## src/rtl/shutdown_force.sv

```systemverilog
`default_nettype none
// ============================================================================
// Module   : shutdown_force
// Function : Serialises an 8-bit shutdown-force word into an external 8-bit
//            addressable latch, one channel per setup/strobe/hold slot.
// Revision : 1.0 - initial release
// ============================================================================
module shutdown_force #(
    parameter int SETUP_CYCLES  = 2,
    parameter int STROBE_CYCLES = 4,
    parameter int HOLD_CYCLES   = 2
) (
    input  logic       clk,
    input  logic       rst,
    input  logic [7:0] force_req,
    input  logic       force_req_valid,
    output logic       force_req_ready,
    output logic [2:0] shutdown_force_sel,
    output logic       shutdown_force_data,
    output logic       shutdown_force_le_n,
    output logic [7:0] shutdown_force_applied,
    output logic       busy
);

    localparam logic [7:0] c_SETUP_LAST  = 8'(SETUP_CYCLES - 1);
    localparam logic [7:0] c_STROBE_LAST = 8'(STROBE_CYCLES - 1);
    localparam logic [7:0] c_HOLD_LAST   = 8'(HOLD_CYCLES - 1);

    typedef enum logic [2:0] {
        ST_INIT_SETUP  = 3'd0,
        ST_INIT_STROBE = 3'd1,
        ST_INIT_HOLD   = 3'd2,
        ST_IDLE        = 3'd3,
        ST_SETUP       = 3'd4,
        ST_STROBE      = 3'd5,
        ST_HOLD        = 3'd6
    } state_t;

    state_t     state_q, state_d;
    logic [2:0] chan_q, chan_d;
    logic [7:0] phase_q, phase_d;
    logic [7:0] word_q, word_d;
    logic [7:0] applied_q, applied_d;
    logic [2:0] sel_q, sel_d;
    logic       data_q, data_d;

    logic       w_in_init;
    logic [2:0] w_chan_next;
    logic [7:0] w_phase_inc;

    always_ff @(posedge clk) begin
        if (rst) begin
            state_q   <= ST_INIT_SETUP;
            chan_q    <= 3'd0;
            phase_q   <= 8'd0;
            word_q    <= 8'd0;
            applied_q <= 8'd0;
            sel_q     <= 3'd0;
            data_q    <= 1'b0;
        end else begin
            state_q   <= state_d;
            chan_q    <= chan_d;
            phase_q   <= phase_d;
            word_q    <= word_d;
            applied_q <= applied_d;
            sel_q     <= sel_d;
            data_q    <= data_d;
        end
    end

    assign w_in_init   = (state_q == ST_INIT_SETUP) || (state_q == ST_INIT_STROBE) ||
                         (state_q == ST_INIT_HOLD);
    assign w_chan_next = chan_q + 3'd1;
    assign w_phase_inc = phase_q + 8'd1;

    always_comb begin
        state_d   = state_q;
        chan_d    = chan_q;
        phase_d   = phase_q;
        word_d    = word_q;
        applied_d = applied_q;
        sel_d     = sel_q;
        data_d    = data_q;

        case (state_q)
            ST_INIT_SETUP, ST_SETUP: begin
                if (phase_q == c_SETUP_LAST) begin
                    phase_d = 8'd0;
                    state_d = w_in_init ? ST_INIT_STROBE : ST_STROBE;
                end else begin
                    phase_d = w_phase_inc;
                end
            end
            ST_INIT_STROBE, ST_STROBE: begin
                if (phase_q == c_STROBE_LAST) begin
                    phase_d = 8'd0;
                    state_d = w_in_init ? ST_INIT_HOLD : ST_HOLD;
                end else begin
                    phase_d = w_phase_inc;
                end
            end
            ST_INIT_HOLD, ST_HOLD: begin
                if (phase_q == c_HOLD_LAST) begin
                    phase_d = 8'd0;
                    if (chan_q == 3'd7) begin
                        // Pass complete: publish the word; sel/data stay on channel 7.
                        state_d   = ST_IDLE;
                        applied_d = w_in_init ? 8'd0 : word_q;
                    end else begin
                        // sel/data only move here, while le_n is high.
                        state_d = w_in_init ? ST_INIT_SETUP : ST_SETUP;
                        chan_d  = w_chan_next;
                        sel_d   = w_chan_next;
                        data_d  = w_in_init ? 1'b0 : word_q[w_chan_next];
                    end
                end else begin
                    phase_d = w_phase_inc;
                end
            end
            ST_IDLE: begin
                if (force_req_valid) begin
                    state_d = ST_SETUP;
                    word_d  = force_req;
                    chan_d  = 3'd0;
                    phase_d = 8'd0;
                    sel_d   = 3'd0;
                    data_d  = force_req[0];
                end
            end
            default: begin
                state_d = ST_INIT_SETUP;
                chan_d  = 3'd0;
                phase_d = 8'd0;
                word_d  = 8'd0;
                sel_d   = 3'd0;
                data_d  = 1'b0;
            end
        endcase
    end

    assign force_req_ready        = (state_q == ST_IDLE);
    assign busy                   = ~force_req_ready;
    assign shutdown_force_sel     = sel_q;
    assign shutdown_force_data    = data_q;
    assign shutdown_force_le_n    = ~((state_q == ST_STROBE) || (state_q == ST_INIT_STROBE));
    assign shutdown_force_applied = applied_q;

endmodule
`default_nettype wire

```

## config.mk

```make
export PLATFORM = sky130hd
export DESIGN_NAME = shutdown_force
export DESIGN_NICKNAME = d
export VERILOG_FILES = /design/src/rtl/shutdown_force.sv
export SDC_FILE = /design/constraint.sdc
export NUM_CORES = 1
export LEC_CHECK = 0
export CAP_MARGIN = 20
export CORE_ASPECT_RATIO = 2
export CORE_UTILIZATION = 35
export CTS_CLUSTER_SIZE = 14
export DETAILED_ROUTE_END_ITERATION = 6
export PLACE_DENSITY = 0.64
export SETUP_SLACK_MARGIN = 0.2
export SLEW_MARGIN = 20
export SYNTH_ARGS = -nofsm -noshare
export SYNTH_HDL_FRONTEND = slang
export SYNTH_SLANG_ARGS = --single-unit
```

## constraint.sdc

```tcl
create_clock -name clk -period 2.35 [get_ports clk]
set_input_delay 0.235 -clock clk [delete_from_list [all_inputs] [get_ports clk]]
set_output_delay 0.235 -clock clk [all_outputs]
set_load 0.005 [all_outputs]
```

==> metrics.yaml, run 1 <==
run_status:
  outcome: "completed"
clocking:
  clkLatencyLatePin_ps: 280
  tritoncts: "yes"
  cts.path.max_buffers: 2
  cts_buffers: 5
  cts_post_setup_buffers_inserted: 0
  clock_tree.htree_level_count: 2
  post_cts_resize_count: 0
  post_cts_hold_buffer_count: 0
  cts_root_buf: "sky130_fd_sc_hd__clkbuf_8"
  clkTransAtPathRegs_ps: 60
  cts.sinks: 31
floorplanning:
  initial_core_utilization_pct: 36.4
  core_area_mm2: 0.00405
  io_pins: 26
  design.die.area_mm2: 0.00449
  placement_rows: 33
  dieHeight_um: 93.8
  die_w_um: 47.9
route:
  wl_per_cell_um: 14.7
  viasPerCell: 5.60
  drt_iter0_drc: 24
  post-route-drc-count: 0
  drt_pre_antenna_iters: 4
  routed_wl_um: 3590
  dr_total_vias: 1367
  antenna_left: 0
placed_design:
  place_area_mm2: 0.00175
  port_buffers: 25
  pre_cts_ws_ps: 522
  global_placement_routability_congestion: 0.889
  number_of_cells_in_the_design_after_placement: 236
  detailed_place_hpwl_um: 2780
global_routing:
  grt_first_pass_wirelength_um: 5960
  grt_overflow_total: 0
  maximum_number_of_pins_on_one_net_before_global_route_repair: 20
  first_global_vias: 1320
  gr-usage-all-layers_pct: 18.8
  grt_antenna_before_repair: 0
critical_path:
  path_cells: "nand3b_1, inv_1, clkdlybuf4s50_1"
  cp_slowest_stage_delay_ps: 560
  standard_cell_with_the_maximum_stage_delay_on_the_critical_path: "sky130_fd_sc_hd__dfxtp_1"
  startpoint_type: "flop"
  worst_setup_path_end_kind: "primary output"
  setup.worst_path.class: "reg -> out"
  path_max_fanout: 12
  critPathArrivalTime_ps: 1670
  cp.required_ps: 2120
  critPathTopFamily: "buffers and inverters"
  critPathBufInv: 2
timing:
  max_freq_mhz: 524
  final_skew_ps: 8.55
  final_critical_path_time_including_i_o_delays_and_setup_ps: 1910
  aggregate_negative_setup_slack_ps: 0
  hold_viol_final: 0
  timing.final.max_slew_violations: 0
  finalWorstSetupSlack_ps: 441
  worst-slew-pin-transition_ps: 460
  final-setup-viol-count: 0
  grt_setup_unrepaired: "no"
  final.period_utilization_pct: 81.2
  slew_headroom_pct: 69.3
yosys:
  number_of_synthesized_flops_with_an_enable_pin: 0
  synth_most_common_cell: "sky130_fd_sc_hd__dfxtp_1"
  syn_area_mm2: 0.00147
  ys_dominant_reg_cell: "sky130_fd_sc_hd__dfxtp_1"
  cell_type_with_the_highest_aggregate_area_in_the_netlist: "sky130_fd_sc_hd__dfxtp_1"
  ys_types: 38
  ys_top_cells_by_count: "sky130_fd_sc_hd__dfxtp_1 (31), sky130_fd_sc_hd__a21oi_1 (18), sky130_fd_sc_hd__nand3_1 (17)"
  synth.ff_latch_count: 31
  synth-seq-area-share_pct: 42.1
  synth_net_count: 181
  post-synth-top-area-fraction_pct: 42.1
  average_size_of_a_mapped_cell_um2: 8.88
  syn-instance-count: 166
  ys_top_cells_by_area: "sky130_fd_sc_hd__dfxtp_1 (42%), sky130_fd_sc_hd__a21oi_1 (6.1%), sky130_fd_sc_hd__nand3_1 (5.8%)"
  share_of_async_settable_or_async_resettable_flops_after_synthesis_pct: 0
  yosys_warnings: 0
pwr:
  power_report.internal_total_mw: 1.10
  net_switching_power_mw: 0.481
  seq_power_share_pct: 41.0
  combinational_power_share_pct: 24.9
  power_frac_clock_pct: 34.1
  ir_drop_mv: 0.557
  p_sw_share_pct: 30.5
  p_leak_nw: 0.679
  cellPowerDensity_mw_per_mm2: 844
final_layout:
  finish.cell_count_without_fillers: 244
  final_design_area_no_fill_mm2: 0.00187
  multi_input_area_um2: 793
  finalNetCount: 206
  sequential_cell_area_um2: 621
  diodes: 0
  layout-drive-gt1-share_pct: 9.38
  num-fill-cells: 441
  area.growth.synth_to_final_pct: 26.8
job:
  drv.max_cap_violation_count: 0
min_path:
  hold_class: "reg -> reg"
per-layer routing:
metal	track usage, %	vias to the layer above	routed length (um)
li1	-	656	-
met1	18.7	671	1260
met2	33.7	32	2120
met3	3.65	8	121
met4	9.72	0	91
met5	0	-	0
state kept, by name, summed over array words and instances (netlist names):
register / cells
shutdown_force_applied: 8
phase_q: 8
word_q: 8
state_q: 3
shutdown_force_sel: 3
shutdown_force_data: 1
power by group through the flow:
stage          Clock, mW  Combinational (mW)  Sequential [mW]
6_report           0.539               0.392            0.647
2_1_floorplan          0               0.340            0.616
5_1_grt            0.569               0.435            0.662
3_3_place_gp           0               0.384            0.656
3_5_place_dp           0               0.393            0.658
4_1_cts            0.554               0.396            0.646
logic make-up after synthesis:
| group | after synthesis | synth area share [%] |
|---|---|---|
| xor gates and xnor gates | 1 | 0.594 |
| buffers and inverters | 12 | 4.07 |
| and+or+nand+nor | 67 | 23.3 |
| adders and majority gates | 4 | 3.40 |
| AOI/OAI and AO/OA | 49 | 23.4 |
| muxes | 2 | 3.06 |
| DFF | 31 | 42.1 |
path summary, 6_finish.rpt:
path                                  start                         to  slack, ps  cells after the start
hold / removal    shutdown_force_applied[1]  shutdown_force_applied[1]        460                      2
setup / recovery                 state_q[0]            force_req_ready        440                      3
setup reg to reg      shutdown_force_sel[0]        shutdown_force_data        500                      5
hold reg to reg   shutdown_force_applied[1]  shutdown_force_applied[1]        460                      2
layout by cell type, fill, tap and decap left out, drive strengths merged, types with 3 or more instances in the layout:
cell           count
dfxtp             31
clkdlybuf4s50     25
a21oi             19
nand3             17
nor2              17
nand2             15
a22oi              8
nand2b             6
clkbuf             6
a31oi              5
inv                4
ha                 4
o21ai              3
a21o               3
and3               3
a22o               3
area by class of cell:
type / count / area share [%]
multi-input combinational: 123 / 42.4
clock buffer: 6 / 4.42
tap: 52 / 3.48
timing repair buffer: 26 / 13.8
inverter: 4 / 0.803
clock inverter: 2 / 1.87
sequential: 31 / 33.2
worst min-delay path, delay by kind of cell (launching register included):
| family | cells | cell delay (ps) |
|---|---|---|
| DFF | 1 | 310 |
| and+or+nand+nor | 1 | 50 |
| AOI/OAI and AO/OA | 1 | 50 |
per-stage QoR:
step / hold slack (ps) / total power [mW] / utilization (%)
detailed placement: 446 / 1.05 / 43.3
floorplan: 396 / 0.956 / -
CTS: 459 / 1.60 / 46.2
global route: 477 / 1.67 / 46.2
global placement: 440 / 1.04 / 43.3
finish: 456 / 1.58 / 46.2
Power figures use the tool's default switching activity.
==> run 2: changes to the inputs <==
- clock period: 2.35 -> 1.8 ns (I/O delays scaled with it)
==> run 2 against run 1 <==
Net effect: combinational power grew 84%; cell count grew 4.9%; hold slack gained 5.4 ps; sequential power grew 29%; total power grew 32%; via count grew 0.95%; worst setup slack lost 340 ps; global-route usage shrank 0.18 points; core utilization grew 4.1 points; largest cell class unchanged; largest power group unchanged; highest routed layer unchanged.
==> metrics.yaml, run 2 (same netlist as run 1, synthesis figures left out) <==
clocking:
  clock_tree.htree_level_count: 2
  post_cts_hold_buffer_count: 0
  cts.sinks: 31
  clkTransAtPathRegs_ps: 60
  cts_buffers: 5
  cts_root_buf: "sky130_fd_sc_hd__clkbuf_8"
  clkLatencyLatePin_ps: 280
  tritoncts: "yes"
  cts.path.max_buffers: 2
route:
  routed_wl_um: 3880
  wl_per_cell_um: 15.2
  antenna_left: 0
  viasPerCell: 5.39
  dr_total_vias: 1380
  drt_iter0_drc: 20
  post-route-drc-count: 0
  drt_pre_antenna_iters: 4
global_routing:
  first_global_vias: 1396
  maximum_number_of_pins_on_one_net_before_global_route_repair: 22
  grt_first_pass_wirelength_um: 5950
  grt_overflow_total: 0
  grt_antenna_before_repair: 0
  gr-usage-all-layers_pct: 18.6
timing:
  slew_headroom_pct: 70.4
  max_freq_mhz: 589
  final_critical_path_time_including_i_o_delays_and_setup_ps: 1700
  final-setup-viol-count: 0
  worst-slew-pin-transition_ps: 443
  final_skew_ps: 5.49
  grt_setup_unrepaired: "yes"
  aggregate_negative_setup_slack_ps: 0
  timing.final.max_slew_violations: 0
  final.period_utilization_pct: 94.4
  hold_viol_final: 0
  finalHoldWorstSlack_ps: 461
critical_path:
  setup.worst_path.class: "reg -> reg"
  worst_setup_path_end_kind: "flop"
  critPathBufInv: 0
  path_max_fanout: 2
  startpoint_type: "flop"
  cp.required_ps: 1960
  critPathArrivalTime_ps: 1860
  standard_cell_with_the_maximum_stage_delay_on_the_critical_path: "sky130_fd_sc_hd__mux4_2"
  cp_slowest_stage_delay_ps: 470
  path_cells: "ha_4, mux4_2, and4b_1, a31oi_1, a311oi_2"
  critPathTopFamily: "multiplexers"
floorplanning:
  core_area_mm2: 0.00405
  die_w_um: 47.9
  dieHeight_um: 93.8
  io_pins: 26
  placement_rows: 33
  initial_core_utilization_pct: 36.4
  design.die.area_mm2: 0.00449
placed_design:
  detailed_place_hpwl_um: 2760
  global_placement_routability_congestion: 0.819
  port_buffers: 25
min_path:
  hold_class: "reg -> reg"
pwr:
  ir_drop_mv: 0.917
  p_leak_nw: 0.740
  cellPowerDensity_mw_per_mm2: 1020
final_layout:
  area.growth.synth_to_final_pct: 38.1
  top_library_cells_by_usage_in_the_layout_fill_and_taps_aside: "sky130_fd_sc_hd__clkdlybuf4s50_1 (23), sky130_fd_sc_hd__dfxtp_1 (23), sky130_fd_sc_hd__a21oi_1 (16)"
  layout-drive-gt1-share_pct: 24.5
  diodes: 0
  finalNetCount: 218
run_status:
  outcome: "completed"
job:
  drv.max_cap_violation_count: 0
==> run 2: final timing paths <==
check / startpoint / to / slack [ps] / cells after the start
min: shutdown_force_applied[0] / shutdown_force_applied[0] / 460 / 2
max reg2reg: shutdown_force_sel[1] / shutdown_force_data / 100 / 5
min reg2reg: shutdown_force_applied[0] / shutdown_force_applied[0] / 460 / 2
max: shutdown_force_sel[1] / shutdown_force_data / 100 / 5
==> run 2: timing repair <==
item	CTS	global route
resized for setup	13	17
pin swaps	5	9
setup endpoints to repair	20	23
setup buffers	5	2
cloned	1	0
==> run 2: through the flow <==
stage	utilization, %	total power, mW	cells	setup slack [ps]	area (um^2)
2_1_floorplan	-	1.25	166	129	1490
3_3_place_gp	44.4	1.39	240	122	1800
3_5_place_dp	44.4	1.41	240	66.1	1800
4_1_cts	48.6	2.01	254	104	1970
5_1_grt	50.3	2.19	256	67.2	2040
6_report	50.3	2.08	256	102	2040
==> run 2: layout make-up <==
cell class / instances / area [um^2]
Fill cell: 426 / 2010
Multi-Input combinational cell: 124 / 891
Sequential cell: 31 / 638
Timing Repair Buffer: 37 / 345
Clock buffer: 7 / 76.3
Tap cell: 52 / 65.1
Inverter: 4 / 15.0
Clock inverter: 1 / 5.00
==> run 2: power breakdown <==
part	internal, mW	total, mW	leakage [nW]	switching (mW)
Clock	0.271	0.523	0.0422	0.252
Sequential	0.746	0.834	0.255	0.0879
Combinational	0.347	0.722	0.442	0.375
==> run 2: tightest hold or removal path: stages, from the launching register on <==
cell                      delay, ps
sky130_fd_sc_hd__dfxtp_1        310
sky130_fd_sc_hd__nand2_1         50
sky130_fd_sc_hd__a21oi_1         50
==> run 2: routing by layer <==
layer | wire length, um | part of all wire, % | track usage, % | vias up
met3 | 107 | 2.8 | 4.23 | 5
met2 | 2320 | 60 | 34.8 | 24
met4 | 68 | 1.8 | 8.80 | 0
li1 | - | - | - | 686
met5 | 0 | 0 | 0 | -
met1 | 1380 | 36 | 17.0 | 665
